File: src/rtl/stopwatch_pkg.sv
// Shared state/status encoding and command arbitration for the stopwatch control sequencer.
package stopwatch_pkg;

  localparam int unsigned STATUS_W  = 2;
  localparam int unsigned BTN_RESET = 0;
  localparam int unsigned BTN_STOP  = 1;
  localparam int unsigned BTN_START = 2;
  localparam int unsigned BTN_LAP   = 3;
  localparam int unsigned CMD_W     = 4;

  typedef enum logic [STATUS_W-1:0] {
    ST_IDLE  = 2'b00,
    ST_RUN   = 2'b01,
    ST_PAUSE = 2'b10
  } state_e;

  typedef enum logic [2:0] {
    CMD_NONE,
    CMD_RESET,
    CMD_STOP,
    CMD_START,
    CMD_LAP
  } cmd_e;

  // Fixed priority reset > stop > start > lap; losers are dropped.
  function automatic cmd_e pick_cmd(input logic [CMD_W-1:0] cmd);
    if (cmd[BTN_RESET])      return CMD_RESET;
    else if (cmd[BTN_STOP])  return CMD_STOP;
    else if (cmd[BTN_START]) return CMD_START;
    else if (cmd[BTN_LAP])   return CMD_LAP;
    else                     return CMD_NONE;
  endfunction

endpackage

File: src/rtl/stopwatch_ctrl_btn_edge.sv
// N-bit rising-edge detector: one command per press of a level button.
module btn_edge #(
  parameter int unsigned N = 3
) (
  input  logic         clk,
  input  logic         rst,
  input  logic [N-1:0] i_btn,
  output logic [N-1:0] o_cmd_c
);

  logic [N-1:0] r_hist;

  always_ff @(posedge clk) begin
    if (rst) r_hist <= '0;
    else     r_hist <= i_btn;
  end

  assign o_cmd_c = i_btn & ~r_hist;

endmodule

File: src/rtl/stopwatch_ctrl.sv
// Stopwatch control sequencer: button commands, IDLE/RUN/PAUSE FSM, one-second prescaler.
// Optional lap-hold feature enabled by defining STOPWATCH_LAP_EN.
module stopwatch_ctrl
  import stopwatch_pkg::*;
#(
  parameter int unsigned TICKS_PER_SEC = 100,
  parameter int unsigned PRESC_W       = 16
) (
  input  logic                clk,
  input  logic                rst,
  input  logic                start,
  input  logic                stop,
  input  logic                reset,
  output logic                sec_tick,
  output logic                count_clr,
  output logic [STATUS_W-1:0] status
`ifdef STOPWATCH_LAP_EN
  ,
  input  logic                lap,
  output logic                lap_hold
`endif
);

`ifdef STOPWATCH_LAP_EN
  localparam int unsigned NBTN = 4;
`else
  localparam int unsigned NBTN = 3;
`endif

  logic [NBTN-1:0]  w_btn;
  logic [NBTN-1:0]  w_cmd_c;
  logic [CMD_W-1:0] w_cmd_all;
  cmd_e             w_cmd;
  state_e           r_state;
  state_e           w_state_nxt;
  logic             w_clr_nxt;
  logic [PRESC_W-1:0] r_presc;
  logic             r_sec_tick;
  logic             r_count_clr;

`ifdef STOPWATCH_LAP_EN
  assign w_btn     = {lap, start, stop, reset};
  assign w_cmd_all = w_cmd_c;
`else
  assign w_btn     = {start, stop, reset};
  assign w_cmd_all = {1'b0, w_cmd_c};
`endif

  btn_edge #(.N(NBTN)) u_btn_edge (
    .clk     (clk),
    .rst     (rst),
    .i_btn   (w_btn),
    .o_cmd_c (w_cmd_c)
  );

  assign w_cmd = pick_cmd(w_cmd_all);

  always_ff @(posedge clk) begin
    if (rst) r_state <= ST_IDLE;
    else     r_state <= w_state_nxt;
  end

  always_comb begin
    w_state_nxt = r_state;
    w_clr_nxt   = 1'b0;
    if (w_cmd == CMD_RESET) begin
      w_state_nxt = ST_IDLE;
      w_clr_nxt   = 1'b1;
    end else begin
      case (r_state)
        ST_IDLE, ST_PAUSE: if (w_cmd == CMD_START) w_state_nxt = ST_RUN;
        ST_RUN:            if (w_cmd == CMD_STOP)  w_state_nxt = ST_PAUSE;
        default:           w_state_nxt = ST_IDLE;
      endcase
    end
  end

  // Prescaler counts while running; a wrap on the pause edge still yields its tick.
  always_ff @(posedge clk) begin
    if (rst) begin
      r_presc     <= '0;
      r_sec_tick  <= 1'b0;
      r_count_clr <= 1'b0;
    end else begin
      r_count_clr <= w_clr_nxt;
      if (w_clr_nxt) begin
        r_presc    <= '0;
        r_sec_tick <= 1'b0;
      end else if (r_state == ST_RUN) begin
        if (r_presc == PRESC_W'(TICKS_PER_SEC - 1)) begin
          r_presc    <= '0;
          r_sec_tick <= 1'b1;
        end else begin
          r_presc    <= r_presc + PRESC_W'(1);
          r_sec_tick <= 1'b0;
        end
      end else begin
        r_sec_tick <= 1'b0;
        if (r_state == ST_IDLE) r_presc <= '0;
      end
    end
  end

  assign sec_tick  = r_sec_tick;
  assign count_clr = r_count_clr;
  assign status    = r_state;

`ifdef STOPWATCH_LAP_EN
  logic r_lap_hold;
  logic w_lap_nxt;

  always_comb begin
    w_lap_nxt = r_lap_hold;
    if (w_cmd == CMD_RESET || w_cmd == CMD_STOP)
      w_lap_nxt = 1'b0;
    else if (w_cmd == CMD_LAP && r_state == ST_RUN)
      w_lap_nxt = ~r_lap_hold;
  end

  always_ff @(posedge clk) begin
    if (rst) r_lap_hold <= 1'b0;
    else     r_lap_hold <= w_lap_nxt;
  end

  assign lap_hold = r_lap_hold;
`endif

endmodule

File: config.mk
export PLATFORM = sky130hd
export DESIGN_NAME = stopwatch_ctrl
export DESIGN_NICKNAME = d
export VERILOG_FILES = /design/src/rtl/stopwatch_pkg.sv /design/src/rtl/stopwatch_ctrl_btn_edge.sv /design/src/rtl/stopwatch_ctrl.sv
export SDC_FILE = /design/constraint.sdc
export NUM_CORES = 1
export LEC_CHECK = 0
export CAP_MARGIN = 0
export CORE_AREA = 5 5 68 54
export CTS_CLUSTER_SIZE = 10
export DETAILED_ROUTE_END_ITERATION = 10
export DIE_AREA = 0 0 73 59
export DONT_BUFFER_PORTS = 1
export MAX_ROUTING_LAYER = met4
export PLACE_DENSITY_LB_ADDON = 0.12
export SLEW_MARGIN = 20
export SYNTH_ARGS = -nofsm -noshare
export SYNTH_HDL_FRONTEND = slang
export SYNTH_HIERARCHICAL = 1
export SYNTH_SLANG_ARGS = --single-unit
export TNS_END_PERCENT = 100
File: constraint.sdc
create_clock -name clk -period 2.6 [get_ports clk]
set_clock_uncertainty 0.15 [all_clocks]
set_input_delay 0.13 -clock clk [delete_from_list [all_inputs] [get_ports clk]]
set_output_delay 0.13 -clock clk [all_outputs]
set_load 0.005 [all_outputs]
After elaboration in Yosys (flattened, before gate mapping)
Index checks and enable logic that the tools add are counted.
- register bits after elaboration: 23
- bits in latches: 0
- memory bits (writable): 0
- ROM bits: 0
- input bits: 5
- output and inout port bits: 4
- memories kept: 0
- add/sub/neg operators: 1
- multiply operators: 0
- div/mod/pow operators: 0
- $lt $le $gt $ge: 0
- equal/unequal tests: 8
- shift-type cells: 0
- muxes and demuxes: 11
- bitwise operators: 3
- reduce and logical (&&, ||, !) cells: 7
- operators with widths (operator ; number):
    $mux 16 ; 3
    $add 16x1->16 const B ; 1
    $eq 16x7->1 const B ; 1
    $mux 2 ; 4
    $eq 3x2->1 const B ; 2
    $reduce_or 2->1 ; 3
    $ne 2x2->1 const B ; 2
    $pmux 2 s2 ; 1
    $and 3x3->3 ; 1
    $eq 3x1->1 const B ; 1
    $mux 3 ; 1
    $not 3->3 ; 1
    $reduce_or 3->1 ; 1
    $eq 2x1->1 const B ; 1
    $eq 2x2->1 const B ; 1
    $logic_not 2->1 ; 1
    $mux 1 ; 2
    $reduce_and 2->1 ; 1
    $reduce_bool 2->1 ; 1
    $not 1->1 ; 1

Depth between registers and ports, before layout
Gate-level depths: netlist of the first run.
- depth after elaboration: 8
- gate-level depth with buffers: 8

By module
The synthesis of the first run kept the hierarchy.
- by module, submodules not included (module ; instances ; cells each ; area each (µm²) ; sequential area each (µm²)):
    stopwatch_ctrl ; 1 ; 119 ; 1016.0 ; 400.4
    btn_edge ; 1 ; 9 ; 105.1 ; 60.1

Least setup slack after synthesis of the first run
OpenSTA, ideal clock, no wires.
- kind: register to register
- start point: reg r_presc[0]
- end point: reg r_presc[9]
- data arrival time: 1.649 ns
- data required time: 2.384 ns
- slack: 0.734 ns
- cell stages (with the launch flop): 9
- path buffers: 2
- period minus slack after synthesis: 1.866 ns
- path through: dfxtp_1 -> ha_1 -> nor4b_1 -> and4_4 -> or2_1 -> buf_6 -> buf_12 -> o21a_1 -> a21oi_2
- word-level cells in the longest chain between the ends: 3
- elaborated cells on any way between the ends: 4
- those cells by class: add/sub (1); eq/ne (1); mux (2)
- ends and longest elaborated chain (item ; RTL line ; source):
    start: declaration ; stopwatch_ctrl.sv:37 ; logic [PRESC_W-1:0] r_presc;
    start signal: assignment ; stopwatch_ctrl.sv:94 ; r_presc <= r_presc + PRESC_W'(1);
    $add 16x1->16 or $eq 16x7->1 (tied branches) ; stopwatch_ctrl.sv:94, stopwatch_ctrl.sv:90 ;
    $mux 16 (*) ; stopwatch_ctrl.sv:90 ; if (r_presc == PRESC_W'(TICKS_PER_SEC - 1)) begin
    $mux 16 (*) ; stopwatch_ctrl.sv:89 ; end else if (r_state == ST_RUN) begin
Every way passes the cells marked *; elsewhere a longest branch is shown, timed or not.
A chain may end at the register's enable or synchronous reset.

Worst setup path in the final report of the first run
- start point: reg r_presc[0]
- end point: reg r_presc[14]
Same word-level chain as after synthesis.

==> results.json, run 1 <==
{
  "hold_viol": 0,
  "grtUsageTotal_pct": 12.2,
  "drive_gt1_share_pct": 9.77,
  "use_met2_pct": 16.7,
  "grt_pass1_vias": 858,
  "ys_warn_count": 6,
  "use_met1_pct": 16.9,
  "async_reset_ff_share_pct": 0,
  "wl_per_cell_um": 13.1,
  "worst_pin_slew_ns": 0.571,
  "ir_worst_vdd_mv": 0.309,
  "ctsResizeCount": 0,
  "setup_viol": 0,
  "slowest_stage": "or2_1",
  "numCtsBuffers": 3,
  "post-dp-hpwl_um": 1630,
  "fp-row-count": 17,
  "synth_edf_count": 0,
  "synthesis.nets": 134,
  "slew_headroom_pct": 61.8,
  "routed_via_density": 5.38,
  "cellLeakagePower_uw": 0.000472,
  "clkTransAtPathRegs_ns": 0.08,
  "antenna_found_initial": 0,
  "synthCells": 128,
  "rsz0062_at_grt": "false",
  "outcome": "finished, final reports clean",
  "drt-initial-drc-count": 34,
  "start_util_pct": 38.8,
  "grt-ovfl-total": 0,
  "cts_tree": "yes",
  "ys.flop_type": "dfxtp_1",
  "ys_seq_elements": 23,
  "power_density_nw_per_um2": 502,
  "worstSetupPathType": "register to register",
  "min_path_type": "primary input to register",
  "worstPathRequired_ns": 2.62,
  "ant_nets": 0,
  "r2r_slack_ns": 0.33,
  "post_dp_cell_area_um2": 1130,
  "clk_path_buf_depth": 2,
  "grt_pass1_wl_um": 3980,
  "use_met3_pct": 4.41,
  "avgSynthCellArea_um2": 8.76,
  "vias": 920,
  "setup.worst_path.end_class": "register",
  "ios": 9,
  "fin_area_um2": 1220,
  "busiest_layer": "met1",
  "tns_ns": 0,
  "first_pass_iters": 4,
  "slowest_delay_ns": 0.41,
  "die_w_um": 73,
  "fin_crit_sh_pct": 87.3,
  "yosysSeqAreaShare_pct": 41.1,
  "crit_chain": "ha_1 > nor4b_1 > and4_4 > or2_1 > o21ai_0 > a22o_1",
  "cap_violations": 0,
  "num-fill-cells": 312,
  "clock.fmax_ghz": 0.441,
  "diodes": 0,
  "grt_max_degree": 17,
  "syn2layout_area_growth_pct": 8.71,
  "clk_latency_ns": 0.27,
  "start_kind": "register",
  "critPathArrivalTime_ns": 2.29,
  "cts-root-buf": "clkbuf_8",
  "place_congestion": 0.816,
  "path_max_fanout": 16,
  "port_buffers": 0,
  "synth.distinct_cells": 38,
  "drt_wl_total_um": 2230,
  "slew_viol_final": 0,
  "finalNetCount": 140,
  "die_h_um": 59,
  "drc_errors": 0,
  "syn-cell-area_um2": 1120,
  "clock-sinks": 23,
  "timing.final.crit_period_ns": 2.27,
  "htreeDepth": 1,
  "dieArea_um2": 4310,
  "placeableCoreArea_um2": 2890
}
per-stage QoR:
step / power, uW / utilization [%] / hold WS, ns / worst slack, ns / std cells
finish: 611 / 42.1 / 0.00634 / 0.331 / 171
global route: 637 / 42.1 / 0.00566 / 0.0927 / 171
CTS: 619 / 42.1 / 0.00144 / 0.335 / 171
detailed placement: 388 / 39.1 / 0.0553 / 0.361 / 163
global placement: 387 / 39.1 / 0.0521 / 0.422 / 163
floorplan: 386 / - / 0.0516 / 0.734 / 128
cell usage after synthesis (all sizes together) (4+ instances only):
cell type  number  area (um^2)
nor2b          10         70.1
a21o            6         45.0
dfxtp          23          460
nand2          11         41.3
nor2            9         33.8
o21ai          10         53.8
a21oi           7         38.8
nand3           8         45.0
and3            4         25.0
nor3            5         30.0
layout make-up:
cell class | instances | area [um^2] | area share [%]
clock inverters | 1 | 5.00 | 0.411
multi-input cells | 101 | 621 | 50.9
flip-flops and latches | 23 | 460 | 37.8
well taps | 38 | 47.5 | 3.90
repair buffers | 4 | 40.0 | 3.29
clock buffers | 3 | 41.3 | 3.39
inverters | 1 | 3.75 | 0.308
kinds of logic (layout without fill, tap and decap cells):
| logic type | count (synthesis) | in the layout | synth area share (%) |
|---|---|---|---|
| and+or+nand+nor | 66 | 66 | 34.0 |
| muxes | 1 | 1 | 0.893 |
| buffers and inverters | 4 | 9 | 3.57 |
| AOI/OAI and AO/OA | 31 | 31 | 17.7 |
| xor gates and xnor gates | 2 | 2 | 1.56 |
| DFF | 23 | 23 | 41.1 |
| adders and majority gates | 1 | 1 | 1.12 |
registers in the layout (all words and copies together) (netlist names):
signal / flops
u_btn_edge/r_hist: 3
status: 2
r_presc: 16
count_clr: 1
sec_tick: 1
power breakdown:
group	internal (uW)	switching [uW]
Sequential	356	3.43
Combinational	13.0	12.2
Clock	107	119
placed cells by master, fill, tap and decap left out, types with 2 or more instances in the layout:
master / count
nand3_1: 7
a31oi_1: 2
o21a_1: 3
a21oi_1: 6
nor3_1: 4
clkbuf_8: 3
nor2_1: 9
dfxtp_1: 23
nor2b_1: 7
or3_1: 2
a21o_1: 6
dlygate4sd3_1: 4
xor2_1: 2
nor4_1: 3
and3_1: 4
o21ai_0: 9
nand2_1: 11
nand4_1: 3
nor4b_1: 2
nor2b_2: 3
nor3b_1: 3
critical path: cells and delay by family, from the launching register on:
family                     cells  cell delay, ns
adders and majority gates      1            0.25
AOI/OAI and AO/OA              2            0.41
DFF                            1            0.39
and+or+nand+nor                3            0.98
path summary, 6_finish.rpt:
check / start / endpoint / cells past startpoint
worst max-delay path: r_presc[0] / r_presc[14] / 6
worst min-delay path: reset / count_clr / 2
worst max register to register: r_presc[0] / r_presc[14] / 6
worst min register to register: r_presc[15] / r_presc[15] / 2
per-layer routing:
metal  part of all wire [%]  wire length (um)
met1                     54              1210
met2                     40               891
met3                    4.9               109
met4                    1.0                23
met5                      0                 0
timing repair:
item,CTS,global route
buffers inserted,0,0
hold endpoints to repair,10,0
hold buffers,4,0
No activity file was read; power rests on OpenSTA's default activity.
==> run 2, diff against run 1 <==
Settings changed: REMOVE_ABC_BUFFERS set to 1.
==> results.json, run 2 (synthesis gave the netlist of run 1 again) <==
{
  "outcome": "finished, final reports clean",
  "port_buffers": 0,
  "hold_end": "status[0]",
  "drc_errors": 0,
  "cts_tree": "yes",
  "crit_chain": "ha_1 > nor4b_1 > and4_4 > or2_1 > o21ai_0 > a22o_1",
  "grt_pass1_vias": 885,
  "placeableCoreArea_um2": 2890,
  "worst_pin_slew_ns": 0.587,
  "grt_pass1_wl_um": 4220,
  "regMostFlops": "r_presc",
  "htreeDepth": 1,
  "grt-ovfl-total": 0,
  "drt-initial-drc-count": 26,
  "drive_gt1_share_pct": 9.77,
  "post_dp_cell_area_um2": 1130,
  "start_kind": "register",
  "dieArea_um2": 4310,
  "cellLeakagePower_uw": 0.000473,
  "grt_max_degree": 17,
  "min_path_type": "primary input to register",
  "clock-sinks": 23,
  "grtUsageTotal_pct": 12.9,
  "vias": 925,
  "die_h_um": 59,
  "path_max_fanout": 16,
  "whs_path_depth": 4,
  "start_util_pct": 38.8,
  "antenna_found_initial": 0,
  "clock.fmax_ghz": 0.434,
  "worstSetupPathType": "register to register",
  "wl_per_cell_um": 13.8,
  "slowest_stage": "or2_1",
  "total_power_uw": 610,
  "finalNetCount": 140,
  "setup.worst_path.end_class": "register",
  "ir_worst_vdd_mv": 0.259,
  "post-dp-hpwl_um": 1740,
  "first_pass_iters": 4,
  "drt_wl_total_um": 2360,
  "num-fill-cells": 314,
  "power_density_nw_per_um2": 500,
  "setup_viol": 0,
  "worstPathRequired_ns": 2.61,
  "largest_register_ffs": 16,
  "layout_commonest_cell": "dfxtp_1",
  "cap_violations": 0,
  "reg2reg_depth": 6,
  "clkTransAtPathRegs_ns": 0.09,
  "syn2layout_area_growth_pct": 8.71,
  "numCtsBuffers": 3,
  "r2r_start": "r_presc[0]",
  "hold_ws_ns": 0.0753,
  "ant_nets": 0,
  "slowest_delay_ns": 0.42,
  "slew_headroom_pct": 60.7,
  "clk_latency_ns": 0.27,
  "multi_input_comb_area_um2": 621,
  "crit_family": "simple AND/OR/NAND/NOR gates",
  "ios": 9,
  "timing.final.crit_period_ns": 2.31,
  "diodes": 0,
  "clk_path_buf_depth": 2,
  "slew_viol_final": 0,
  "rsz0062_at_grt": "false",
  "final_cell_mix": "dfxtp_1, nand2_1, nor2_1, o21ai_0",
  "timing.critical_path.buf_inv": 0,
  "fin_crit_sh_pct": 88.7,
  "critPathArrivalTime_ns": 2.32,
  "critPathLaunch": "r_presc[0]",
  "fin_area_um2": 1220,
  "place_congestion": 0.776,
  "cts-root-buf": "clkbuf_8",
  "regToRegEndpoint": "r_presc[14]",
  "r2r_slack_ns": 0.29,
  "hp-start": "start",
  "final-seq-area_um2": 460,
  "hold_viol": 0,
  "die_w_um": 73,
  "fp-row-count": 17,
  "routed_via_density": 5.41,
  "tns_ns": 0
}
run 2: cell counts in the layout (fill, tap and decap cells not counted):
Identical to the previous run, type by type.
run 2: worst max path at each step:
stage                        endpoint  slack (ns)  cells after the start
after floorplan           r_presc[14]        0.59                      6
after global placement    r_presc[14]        0.42                      6
after detailed placement  r_presc[14]        0.32                      6
after CTS                 r_presc[14]        0.30                      6
after global routing      r_presc[14]        0.08                      6
final                     r_presc[14]        0.29                      6
run 2: layout make-up:
class,instances,area share [%]
inverter,1,0.308
timing repair buffer,4,3.29
clock inverter,1,0.411
clock buffer,3,3.39
tap,38,3.90
sequential,23,37.8
multi-input combinational,101,50.9
run 2: report_power, final:
| part | switching, uW | internal [uW] |
|---|---|---|
| combinational | 12.3 | 12.9 |
| clock | 118 | 107 |
| sequential | 3.42 | 356 |
| total | 133 | 476 |
run 2: per-stage QoR:
stage / instances / worst slack, ns / util, %
2_1_floorplan: 125 / 0.588 / -
3_3_place_gp: 163 / 0.418 / 39.1
3_5_place_dp: 163 / 0.315 / 39.1
4_1_cts: 171 / 0.302 / 42.1
5_1_grt: 171 / 0.0780 / 42.1
6_report: 171 / 0.294 / 42.1
run 2: repair_timing:
item,CTS,global route
setup buffers,0,0
resized for setup,0,0
endpoints found under the hold margin,10,0
hold buffers,4,0
run 2: metal layers:
metal	track usage, %	routed length [um]
met4	3.16	19
met1	17.3	1220
met5	-	0
met2	18.6	998
met3	4.41	128
run 2: worst register-to-register path, delay by kind of cell, from the launching register on:
kind / cells / cell delay (ns)
simple gates: 3 / 1.01
fa+ha+maj: 1 / 0.25
compound gates: 2 / 0.41
flops: 1 / 0.39
==> run 3, diff against run 2 <==
Settings changed: CORE_AREA 5 5 68 54 to 5 5 72 58, DIE_AREA 0 0 73 59 to 0 0 77 63.
==> results.json, run 3 (synthesis gave the netlist of run 1 again) <==
{
  "r2r_slack_ns": 0.29,
  "grt-ovfl-total": 0,
  "timing.final.crit_period_ns": 2.31,
  "p_sw_share_pct": 21.7,
  "p_int_uw": 477,
  "dieArea_um2": 4850,
  "drc_errors": 0,
  "rsz0062_at_grt": "false",
  "worstPathRequired_ns": 2.61,
  "first_pass_iters": 4,
  "vias": 935,
  "power_density_nw_per_um2": 494,
  "layout_commonest_cell": "dfxtp_1",
  "ant_nets": 0,
  "fin_area_um2": 1230,
  "drt_wl_total_um": 2340,
  "ctsResizeCount": 0,
  "path_max_fanout": 16,
  "die_w_um": 77,
  "crit_family": "simple AND/OR/NAND/NOR gates",
  "cts-root-buf": "clkbuf_8",
  "placeableCoreArea_um2": 3450,
  "worstSetupPathType": "register to register",
  "clk_latency_ns": 0.26,
  "timing.critical_path.buf_inv": 0,
  "crit_chain": "ha_1 > nor4b_1 > and4_4 > or2_1 > o21ai_0 > a22o_1",
  "clkTransAtPathRegs_ns": 0.09,
  "grt_max_degree": 17,
  "clk_path_buf_depth": 2,
  "place_congestion": 0.800,
  "slowest_delay_ns": 0.44,
  "postCtsSetupBuffers": 0,
  "cellLeakagePower_uw": 0.000476,
  "wl_per_cell_um": 13.3,
  "cap_violations": 0,
  "grt_pass1_vias": 879,
  "utilization_pct": 35.8,
  "hold_buffers": 4,
  "routed_via_density": 5.31,
  "hold_ws_ns": 0.0883,
  "fin_ws_ns": 0.293,
  "fin_crit_sh_pct": 88.7,
  "start_util_pct": 32.5,
  "slew_headroom_pct": 64.2,
  "die_h_um": 63,
  "worst_pin_slew_ns": 0.535,
  "clock.fmax_ghz": 0.434,
  "ir_worst_vdd_mv": 0.217,
  "largest_register_ffs": 16,
  "antenna_found_initial": 0,
  "post-dp-hpwl_um": 1610,
  "syn2layout_area_growth_pct": 10.0,
  "ios": 9,
  "min_path_type": "primary input to register",
  "diodes": 0,
  "grt_pass1_wl_um": 4220,
  "drive_gt1_share_pct": 9.70,
  "final_cell_mix": "dfxtp_1, nand2_1, nor2_1, o21ai_0",
  "setup_viol": 0,
  "drt-initial-drc-count": 28,
  "htreeDepth": 1,
  "port_buffers": 0,
  "critPathArrivalTime_ns": 2.32,
  "combPwrFrac_pct": 4.4,
  "cts_tree": "yes",
  "p_sw_uw": 132,
  "outcome": "finished, final reports clean",
  "numCtsBuffers": 3,
  "grtUsageTotal_pct": 11.0,
  "finalNetCount": 141,
  "clock-sinks": 23,
  "start_kind": "register",
  "slew_viol_final": 0,
  "setup.worst_path.end_class": "register",
  "power_frac_seq_pct": 59.1,
  "dp_slack_ns": 0.321,
  "fp-row-count": 19,
  "pwr-share-clk_pct": 36.6,
  "tns_ns": 0,
  "hold_viol": 0,
  "post_dp_cell_area_um2": 1140,
  "slowest_stage": "or2_1",
  "regMostFlops": "r_presc"
}
run 3: cell types whose count changed in the layout (fill, tap and decap cells not counted):
cell           previous run  this run
dlygate4sd3_1             4         5
run 3: layout make-up:
type	count	area [um^2]
tap	42	52.6
clock buffer	3	41.3
fill	357	2210
inverter	1	3.75
timing repair buffer	5	50.0
multi-input combinational	101	621
sequential	23	460
clock inverter	1	5.00
run 3: worst reg2reg max path: stages (launching register included):
cell	delay, ns
dfxtp_1	0.40
ha_1	0.26
nor4b_1	0.25
and4_4	0.30
or2_1	0.44
o21ai_0	0.17
a22o_1	0.25
run 3: worst paths after layout:
kind                from     endpoint  cells past startpoint
max reg2reg   r_presc[0]  r_presc[14]                      6
max           r_presc[0]  r_presc[14]                      6
min reg2reg  r_presc[15]  r_presc[15]                      2
min                start    status[0]                      4
run 3: power groups by stage:
stage | Combinational (uW) | Sequential, uW | Clock, uW
2_1_floorplan | 16.2 | 367 | 0
3_3_place_gp | 19.4 | 368 | 0
3_5_place_dp | 19.3 | 368 | 0
4_1_cts | 25.2 | 360 | 238
5_1_grt | 30.0 | 361 | 256
6_report | 26.8 | 360 | 223
run 3: stage by stage:
step | instances | total power (uW)
floorplan | 125 | 384
global placement | 167 | 388
detailed placement | 167 | 387
CTS | 175 | 623
global route | 176 | 646
finish | 176 | 610
run 3: layer usage:
layer,track usage (%),wire [um],vias to the layer above
li1,-,-,479
met1,14.7,1230,444
met2,15.6,990,10
met3,3.46,83,2
met4,3.86,30,0
met5,-,0,-
